$ cat config.mk
export PLATFORM = sky130hd
export DESIGN_NAME = i2c_bus_monitor
export DESIGN_NICKNAME = d
export VERILOG_FILES = /design/src/rtl/i2c_mon_pkg.sv /design/src/rtl/dff.sv /design/src/rtl/edge_detector.sv /design/src/rtl/i2c_sample_prescaler.sv /design/src/rtl/i2c_bus_monitor.sv
export SDC_FILE = /design/constraint.sdc
export NUM_CORES = 1
export LEC_CHECK = 0
export ABC_AREA = 1
export CORE_MARGIN = 3
export CORE_UTILIZATION = 50
export DETAILED_ROUTE_END_ITERATION = 12
export PLACE_DENSITY = 0.74
export SLEW_MARGIN = 15
export SYNTH_ARGS = -nofsm -noshare
export SYNTH_HDL_FRONTEND = slang
export SYNTH_HIERARCHICAL = 1
export SYNTH_SLANG_ARGS = --single-unit
$ cat constraint.sdc
create_clock -name clk -period 3.87 [get_ports clk]
set_clock_uncertainty 0.1 [all_clocks]
set_input_delay 0.5805 -clock clk [delete_from_list [all_inputs] [get_ports clk]]
set_output_delay 0.5805 -clock clk [all_outputs]
set_load 0.01 [all_outputs]
$ cat src/rtl/i2c_mon_pkg.sv
// Shared types and constants for the I2C bus monitor.
//   i2c_mon_state_t : bus-tracking FSM state
//   BIT_CNT_W       : width of the bit counter output
//   BITS_PER_BYTE   : SCL rises per byte including the ACK bit
package i2c_mon_pkg;
  localparam int BIT_CNT_W     = 4;
  localparam int BITS_PER_BYTE = 9;

  typedef enum logic [1:0] {
    ARM       = 2'd0,
    IDLE      = 2'd1,
    BUSY      = 2'd2,
    FREE_WAIT = 2'd3
  } i2c_mon_state_t;
endpackage

$ cat src/rtl/dff.sv
// Plain D flop with asynchronous active-low reset and a configurable reset value.
//   clk, resetn : clock / async reset
//   d, q        : WIDTH-bit data in / out
module dff #(
  parameter int               WIDTH   = 1,
  parameter logic [WIDTH-1:0] RST_VAL = '0
) (
  input  logic             clk,
  input  logic             resetn,
  input  logic [WIDTH-1:0] d,
  output logic [WIDTH-1:0] q
);
  always_ff @(posedge clk or negedge resetn) begin
    if (!resetn) q <= RST_VAL;
    else         q <= d;
  end
endmodule

$ cat src/rtl/edge_detector.sv
// Enable-qualified edge detector. The history flop only advances when
// flop_en is high, and edges are reported only in those cycles.
//   clk, resetn : clock / async reset (history flop resets to 0)
//   flop_en     : sample strobe
//   signal_in   : level to watch
//   rise, fall  : combinational edge indications, valid while flop_en=1
module edge_detector (
  input  logic clk,
  input  logic resetn,
  input  logic flop_en,
  input  logic signal_in,
  output logic rise,
  output logic fall
);
  logic prev;

  always_ff @(posedge clk or negedge resetn) begin
    if (!resetn)      prev <= 1'b0;
    else if (flop_en) prev <= signal_in;
  end

  assign rise = flop_en &  signal_in & ~prev;
  assign fall = flop_en & ~signal_in &  prev;
endmodule

$ cat src/rtl/i2c_sample_prescaler.sv
// Sample-tick generator: counts 0..prescale and strobes sample_tick on the
// terminal count.
//   clk, resetn : clock / async reset
//   monitor_en  : enable; low holds the count at 0 and suppresses ticks
//   prescale    : tick period minus one
//   sample_tick : one-cycle strobe
module i2c_sample_prescaler #(
  parameter int PRESCALE_WIDTH = 16
) (
  input  logic                      clk,
  input  logic                      resetn,
  input  logic                      monitor_en,
  input  logic [PRESCALE_WIDTH-1:0] prescale,
  output logic                      sample_tick
);
  logic [PRESCALE_WIDTH-1:0] cnt;
  logic                      run;

  // run keeps the combinational tick low while reset is asserted and for the
  // first cycle after release. The >= guards against prescale being lowered
  // below the current count, which would otherwise wrap the full counter.
  assign sample_tick = run & monitor_en & (cnt >= prescale);

  always_ff @(posedge clk or negedge resetn) begin
    if (!resetn) begin
      run <= 1'b0;
      cnt <= '0;
    end else begin
      run <= 1'b1;
      if (!monitor_en || !run) cnt <= '0;
      else if (sample_tick)    cnt <= '0;
      else                     cnt <= cnt + PRESCALE_WIDTH'(1);
    end
  end
endmodule

$ cat src/rtl/i2c_bus_monitor.sv
// I2C bus monitor: synchronises SCL/SDA, samples them on a programmable tick
// and derives START / repeated START / STOP, bus busy, bit/byte framing and a
// sticky arbitration-loss flag.
//   clk, resetn        : clock / async active-low reset
//   monitor_en         : block enable
//   prescale           : tick period minus one (clk cycles)
//   bus_free_time      : ticks after STOP before bus_busy drops
//   scl_in, sda_in     : raw pad inputs
//   master_sda_release : local master is driving SDA high
//   arb_lost_clr       : clears arb_lost (a simultaneous set wins)
//   sample_tick        : sample strobe
//   start_det, rstart_det, stop_det, byte_done : one-cycle registered pulses
//   bit_cnt            : SCL rises since last (r)START, 0..8
//   bus_busy           : bus owned by some master
//   arb_lost           : sticky arbitration loss
module i2c_bus_monitor
  import i2c_mon_pkg::*;
#(
  parameter int PRESCALE_WIDTH = 16,
  parameter int SYNC_STAGES    = 2,
  parameter int FREE_CNT_WIDTH = 8
) (
  input  logic                      clk,
  input  logic                      resetn,
  input  logic                      monitor_en,
  input  logic [PRESCALE_WIDTH-1:0] prescale,
  input  logic [FREE_CNT_WIDTH-1:0] bus_free_time,
  input  logic                      scl_in,
  input  logic                      sda_in,
  input  logic                      master_sda_release,
  input  logic                      arb_lost_clr,
  output logic                      sample_tick,
  output logic                      start_det,
  output logic                      rstart_det,
  output logic                      stop_det,
  output logic                      byte_done,
  output logic [BIT_CNT_W-1:0]      bit_cnt,
  output logic                      bus_busy,
  output logic                      arb_lost
);
  localparam logic [BIT_CNT_W-1:0] LAST_BIT = BIT_CNT_W'(BITS_PER_BYTE - 1);

  // ---- synchronisers: bit 1 = SCL, bit 0 = SDA, reset high (idle bus) ----
  logic [SYNC_STAGES:0][1:0] sync;
  assign sync[0] = {scl_in, sda_in};

  for (genvar g = 0; g < SYNC_STAGES; g++) begin : g_sync
    dff #(.WIDTH(2), .RST_VAL(2'b11)) u_sync (
      .clk    (clk),
      .resetn (resetn),
      .d      (sync[g]),
      .q      (sync[g+1])
    );
  end

  logic scl_s, sda_s;
  assign scl_s = sync[SYNC_STAGES][1];
  assign sda_s = sync[SYNC_STAGES][0];

  // ---- sample tick and edge detection ----
  i2c_sample_prescaler #(.PRESCALE_WIDTH(PRESCALE_WIDTH)) u_presc (
    .clk         (clk),
    .resetn      (resetn),
    .monitor_en  (monitor_en),
    .prescale    (prescale),
    .sample_tick (sample_tick)
  );

  logic scl_rise, scl_fall, sda_rise, sda_fall;

  edge_detector u_scl_edge (
    .clk       (clk),
    .resetn    (resetn),
    .flop_en   (sample_tick),
    .signal_in (scl_s),
    .rise      (scl_rise),
    .fall      (scl_fall)
  );

  edge_detector u_sda_edge (
    .clk       (clk),
    .resetn    (resetn),
    .flop_en   (sample_tick),
    .signal_in (sda_s),
    .rise      (sda_rise),
    .fall      (sda_fall)
  );

  // ---- bus conditions (edges are already tick-qualified) ----
  // An SCL edge in the same tick makes SDA movement ambiguous, so no condition.
  logic scl_edge, start_cond, stop_cond, arb_set;
  assign scl_edge   = scl_rise | scl_fall;
  assign start_cond = sda_fall & scl_s & ~scl_edge;
  assign stop_cond  = sda_rise & scl_s & ~scl_edge;

  i2c_mon_state_t state;
  assign arb_set = scl_rise & (state == BUSY) & master_sda_release & ~sda_s;

  logic [FREE_CNT_WIDTH-1:0] free_cnt;
  logic [FREE_CNT_WIDTH:0]   free_inc;
  logic                      free_done;
  assign free_inc  = {1'b0, free_cnt} + {{FREE_CNT_WIDTH{1'b0}}, 1'b1};
  // >= so that bus_free_time=0 behaves like 1: leave on the first tick.
  assign free_done = free_inc >= {1'b0, bus_free_time};

  // ---- bus-tracking FSM with registered outputs ----
  always_ff @(posedge clk or negedge resetn) begin
    if (!resetn) begin
      state      <= ARM;
      free_cnt   <= '0;
      bit_cnt    <= '0;
      bus_busy   <= 1'b0;
      start_det  <= 1'b0;
      rstart_det <= 1'b0;
      stop_det   <= 1'b0;
      byte_done  <= 1'b0;
    end else begin
      start_det  <= 1'b0;
      rstart_det <= 1'b0;
      stop_det   <= 1'b0;
      byte_done  <= 1'b0;
      if (!monitor_en) begin
        state    <= ARM;
        bit_cnt  <= '0;
        bus_busy <= 1'b0;
        free_cnt <= '0;
      end else if (sample_tick) begin
        case (state)
          // First tick after arming sees spurious rises from the 0-reset
          // detector history; drop them.
          ARM: state <= IDLE;
          IDLE: begin
            if (start_cond) begin
              state     <= BUSY;
              bus_busy  <= 1'b1;
              bit_cnt   <= '0;
              start_det <= 1'b1;
            end
          end
          BUSY: begin
            if (start_cond) begin
              rstart_det <= 1'b1;
              bit_cnt    <= '0;
            end else if (stop_cond) begin
              state    <= FREE_WAIT;
              stop_det <= 1'b1;
              bit_cnt  <= '0;
              free_cnt <= '0;
            end else if (scl_rise) begin
              if (bit_cnt == LAST_BIT) begin
                byte_done <= 1'b1;
                bit_cnt   <= '0;
              end else begin
                bit_cnt <= bit_cnt + BIT_CNT_W'(1);
              end
            end
          end
          FREE_WAIT: begin
            if (start_cond) begin
              state     <= BUSY;
              bit_cnt   <= '0;
              start_det <= 1'b1;
            end else if (free_done) begin
              state    <= IDLE;
              bus_busy <= 1'b0;
            end else begin
              free_cnt <= free_inc[FREE_CNT_WIDTH-1:0];
            end
          end
          default: state <= ARM;
        endcase
      end
    end
  end

  // ---- sticky arbitration loss; survives monitor_en deassertion ----
  always_ff @(posedge clk or negedge resetn) begin
    if (!resetn)           arb_lost <= 1'b0;
    else if (arb_set)      arb_lost <= 1'b1;
    else if (arb_lost_clr) arb_lost <= 1'b0;
  end
endmodule

==> flow_summary.ini, run 1 <==
[route]
routed-via-count = 2485
drc = 0
wl_per_cell_um = 11.1
routed_wl_um = 5600
detail-route-antenna-nets = 0
dr.pass1.iters = 4
routed_via_density = 4.92
drtIter0Drc = 93

[clocking]
path_clk_slew_ns = 0.08
clockRootBuffer = clkbuf_8
cts_tree = yes
cts_setup_buffers = 0
clockBufferDepth = 2
cts_resized = 0
cts_hold_buf = 0
htreeDepth = 2
cts_inserted_buffers = 5
cts.sink_count = 43
clock_latency_ns = 0.30

[power_and_ir_drop]
finalPower_uw = 985
p_per_area_mw_per_mm2 = 281
peakVddDrop_uv = 143
p_leak_nw = 1.79

[grt]
use_met2_pct = 31.9
overflow = 0
grt_pass1_wl_um = 9550
track_usage_pct = 17.8
gr-max-usage-layer = met2
use_met1_pct = 21.6
grt_pass1_vias = 2386
met3_usage_pct = 3.25
grt_max_degree = 44
antenna_found_initial = 0

[cells_and_area]
drive_above_1_share_pct = 9.24
mostFrequentLayoutCells = nand2_1, inv_1, nor2_1, clkdlybuf4s50_1, dfrtp_1
fin_util_pct = 62.9
stdcell_count = 505
stdcell_area_mm2 = 0.00351
fin_nets = 491
num_antenna_cells = 0
areaGrowthSynthToFinish_pct = 19.6
final_common_cell = nand2_1

[place]
io_buffers = 41
preCtsSetupSlack_ns = 0.285
place_congestion = 0.841
dpl.cell_count = 497
hpwlAfterDp_um = 4430
placed_area_mm2 = 0.00341

[critical_path]
cp.arrival_ns = 2.71
setup.worst_path.class = input port to output pin
start_kind = input port
crit_fanout = 9
crit_required_ns = 3.19
critPathCaptureType = output pin

[logic_synthesis]
synth_top_area_share_pct = 33.3
syn_nets = 445
ys_seq_area_share_pct = 36.9
synth_cells = 386
yosysTopAreaCell = dfrtp_1
yosysUniqueCellTypes = 36
yosys-top-cells-area = dfrtp_1, nand2_1, ha_1
yosysWarnings = 6
avgSynthCellArea_um2 = 7.59
netlist_area_mm2 = 0.00293
ys_ff_latch = 43

[die]
num_rows = 27
io_pins = 42
die-area_mm2 = 0.00682
die_h_um = 82.6
initial_utilization_pct = 52.6
dieWidth_um = 82.6
coreArea_mm2 = 0.00557

[timing]
fin_crit_sh_pct = 87.5
timing.fmax_mhz = 295
timing.final.ws_setup_ns = 0.483
fin_crit_ns = 3.39
relSlewSlack_pct = 40.0
rsz0062_at_grt = false
setup_violations = 0
tightest_slew_ns = 0.900
hold_ws_ns = 0.261
hold_viol = 0
fin_setup_tns_ns = 0
drv_slew = 0

[run_status]
status = finished clean

[hold_path]
min_path_type = flop to flop

[flow_run]
drv_cap = 0
final cells by class:
cell class | count | area, um2
inverters | 68 | 255
clock buffers | 7 | 86.3
multi-input cells | 272 | 1570
flip-flops and latches | 43 | 1080
fillers | 518 | 2070
well taps | 72 | 90.1
repair buffers | 42 | 413
clock inverters | 1 | 8.76
power by group:
part | switching, mW | leakage, nW | internal (mW) | total [mW]
Sequential | 0.0275 | 0.580 | 0.470 | 0.497
Clock | 0.150 | 0.0484 | 0.146 | 0.296
Combinational | 0.109 | 1.16 | 0.0824 | 0.191
Total | 0.286 | 1.79 | 0.699 | 0.985
sequential cells by signal (all words and copies together), names as in the netlist, 2 cells and up:
signal,cells
bit_cnt,4
g_sync.u_sync/q,4
free_cnt,8
state,2
u_presc/cnt,16
critical path: stages:
cell and delay, ns:
clkdlybuf4s50_1 0.46, inv_1 0.04, ha_1 0.31, nand4_1 0.12, nor3_1 0.20, nand2_1 0.13, a21oi_1 0.14, buf_4 0.17
clkdlybuf4s50_1 0.55
cell usage after synthesis:
| library cell | instances |
|---|---|
| xor2_1 | 11 |
| a31oi_1 | 1 |
| o22ai_1 | 2 |
| o31ai_1 | 3 |
| nor4_1 | 1 |
| o21ai_0 | 5 |
| a21oi_1 | 12 |
| nand3b_1 | 2 |
| dfrtp_1 | 39 |
| or2_4 | 1 |
| nor3_2 | 2 |
| buf_6 | 1 |
| nand3_1 | 25 |
| nor3_1 | 6 |
| inv_2 | 3 |
| xnor2_1 | 3 |
| nor2_2 | 4 |
| inv_1 | 65 |
| nor2_4 | 3 |
| o21bai_1 | 1 |
| o21a_1 | 1 |
| nand4_1 | 4 |
| o21ai_2 | 1 |
| nand2_1 | 98 |
| conb_1 | 1 |
| buf_4 | 1 |
| dfstp_2 | 4 |
| nor3_4 | 1 |
| o21ai_1 | 1 |
| nand2_4 | 1 |
| o211ai_2 | 1 |
| nand3_2 | 5 |
| nand2_2 | 5 |
| buf_2 | 1 |
| ha_1 | 28 |
| nor2_1 | 43 |
routing by layer:
metal  wire (um)  part of all wire, %
met5           0                    0
met4          54                 0.97
met3         257                  4.6
met2        2670                   48
met1        2610                   47
worst paths after layout:
| kind | start | to | slack, ns | cells past startpoint |
|---|---|---|---|---|
| setup / recovery | prescale[15] | sample_tick | 0.48 | 9 |
| hold / removal | g_sync[0].u_sync/q[1] | g_sync[1].u_sync/q[1] | 0.26 | 0 |
| setup reg to reg | u_presc/cnt[9] | free_cnt[1] | 0.93 | 15 |
| hold reg to reg | g_sync[0].u_sync/q[1] | g_sync[1].u_sync/q[1] | 0.26 | 0 |
| max in group asynchronous | resetn | u_presc/cnt[1] | 2.80 | 1 |
| min in group asynchronous | resetn | stop_det | 0.30 | 1 |
logic make-up after synthesis:
logic type | Yosys count | share of synthesized area, %
AND/OR/NAND/NOR | 201 | 31.6
buffers and inverters | 71 | 9.52
flip-flops | 43 | 36.9
AO/OA/AOI/OAI | 28 | 5.72
adder cells (fa/ha/maj) | 28 | 12.0
XOR/XNOR | 14 | 4.18
other | 1 | 0.128
Power figures use the tool's default switching activity.
==> inputs of run 2 (changes only) <==
--- a/config.mk
+++ b/config.mk
@@ -10,7 +10,7 @@
 export CORE_UTILIZATION = 50
 export DETAILED_ROUTE_END_ITERATION = 12
 export PLACE_DENSITY = 0.74
-export SLEW_MARGIN = 15
+export SLEW_MARGIN = 0
 export SYNTH_ARGS = -nofsm -noshare
 export SYNTH_HDL_FRONTEND = slang
 export SYNTH_HIERARCHICAL = 1
==> results of run 2 <==
Final layout, timing and power as in run 1 (identical DEF).
==> inputs of run 3 (changes only) <==
--- a/config.mk
+++ b/config.mk
@@ -10,7 +10,7 @@
 export CORE_UTILIZATION = 50
 export DETAILED_ROUTE_END_ITERATION = 12
 export PLACE_DENSITY = 0.74
-export SLEW_MARGIN = 0
+export SLEW_MARGIN = 20
 export SYNTH_ARGS = -nofsm -noshare
 export SYNTH_HDL_FRONTEND = slang
 export SYNTH_HIERARCHICAL = 1
==> results of run 3 <==
Final layout, timing and power as in run 1 (identical DEF).
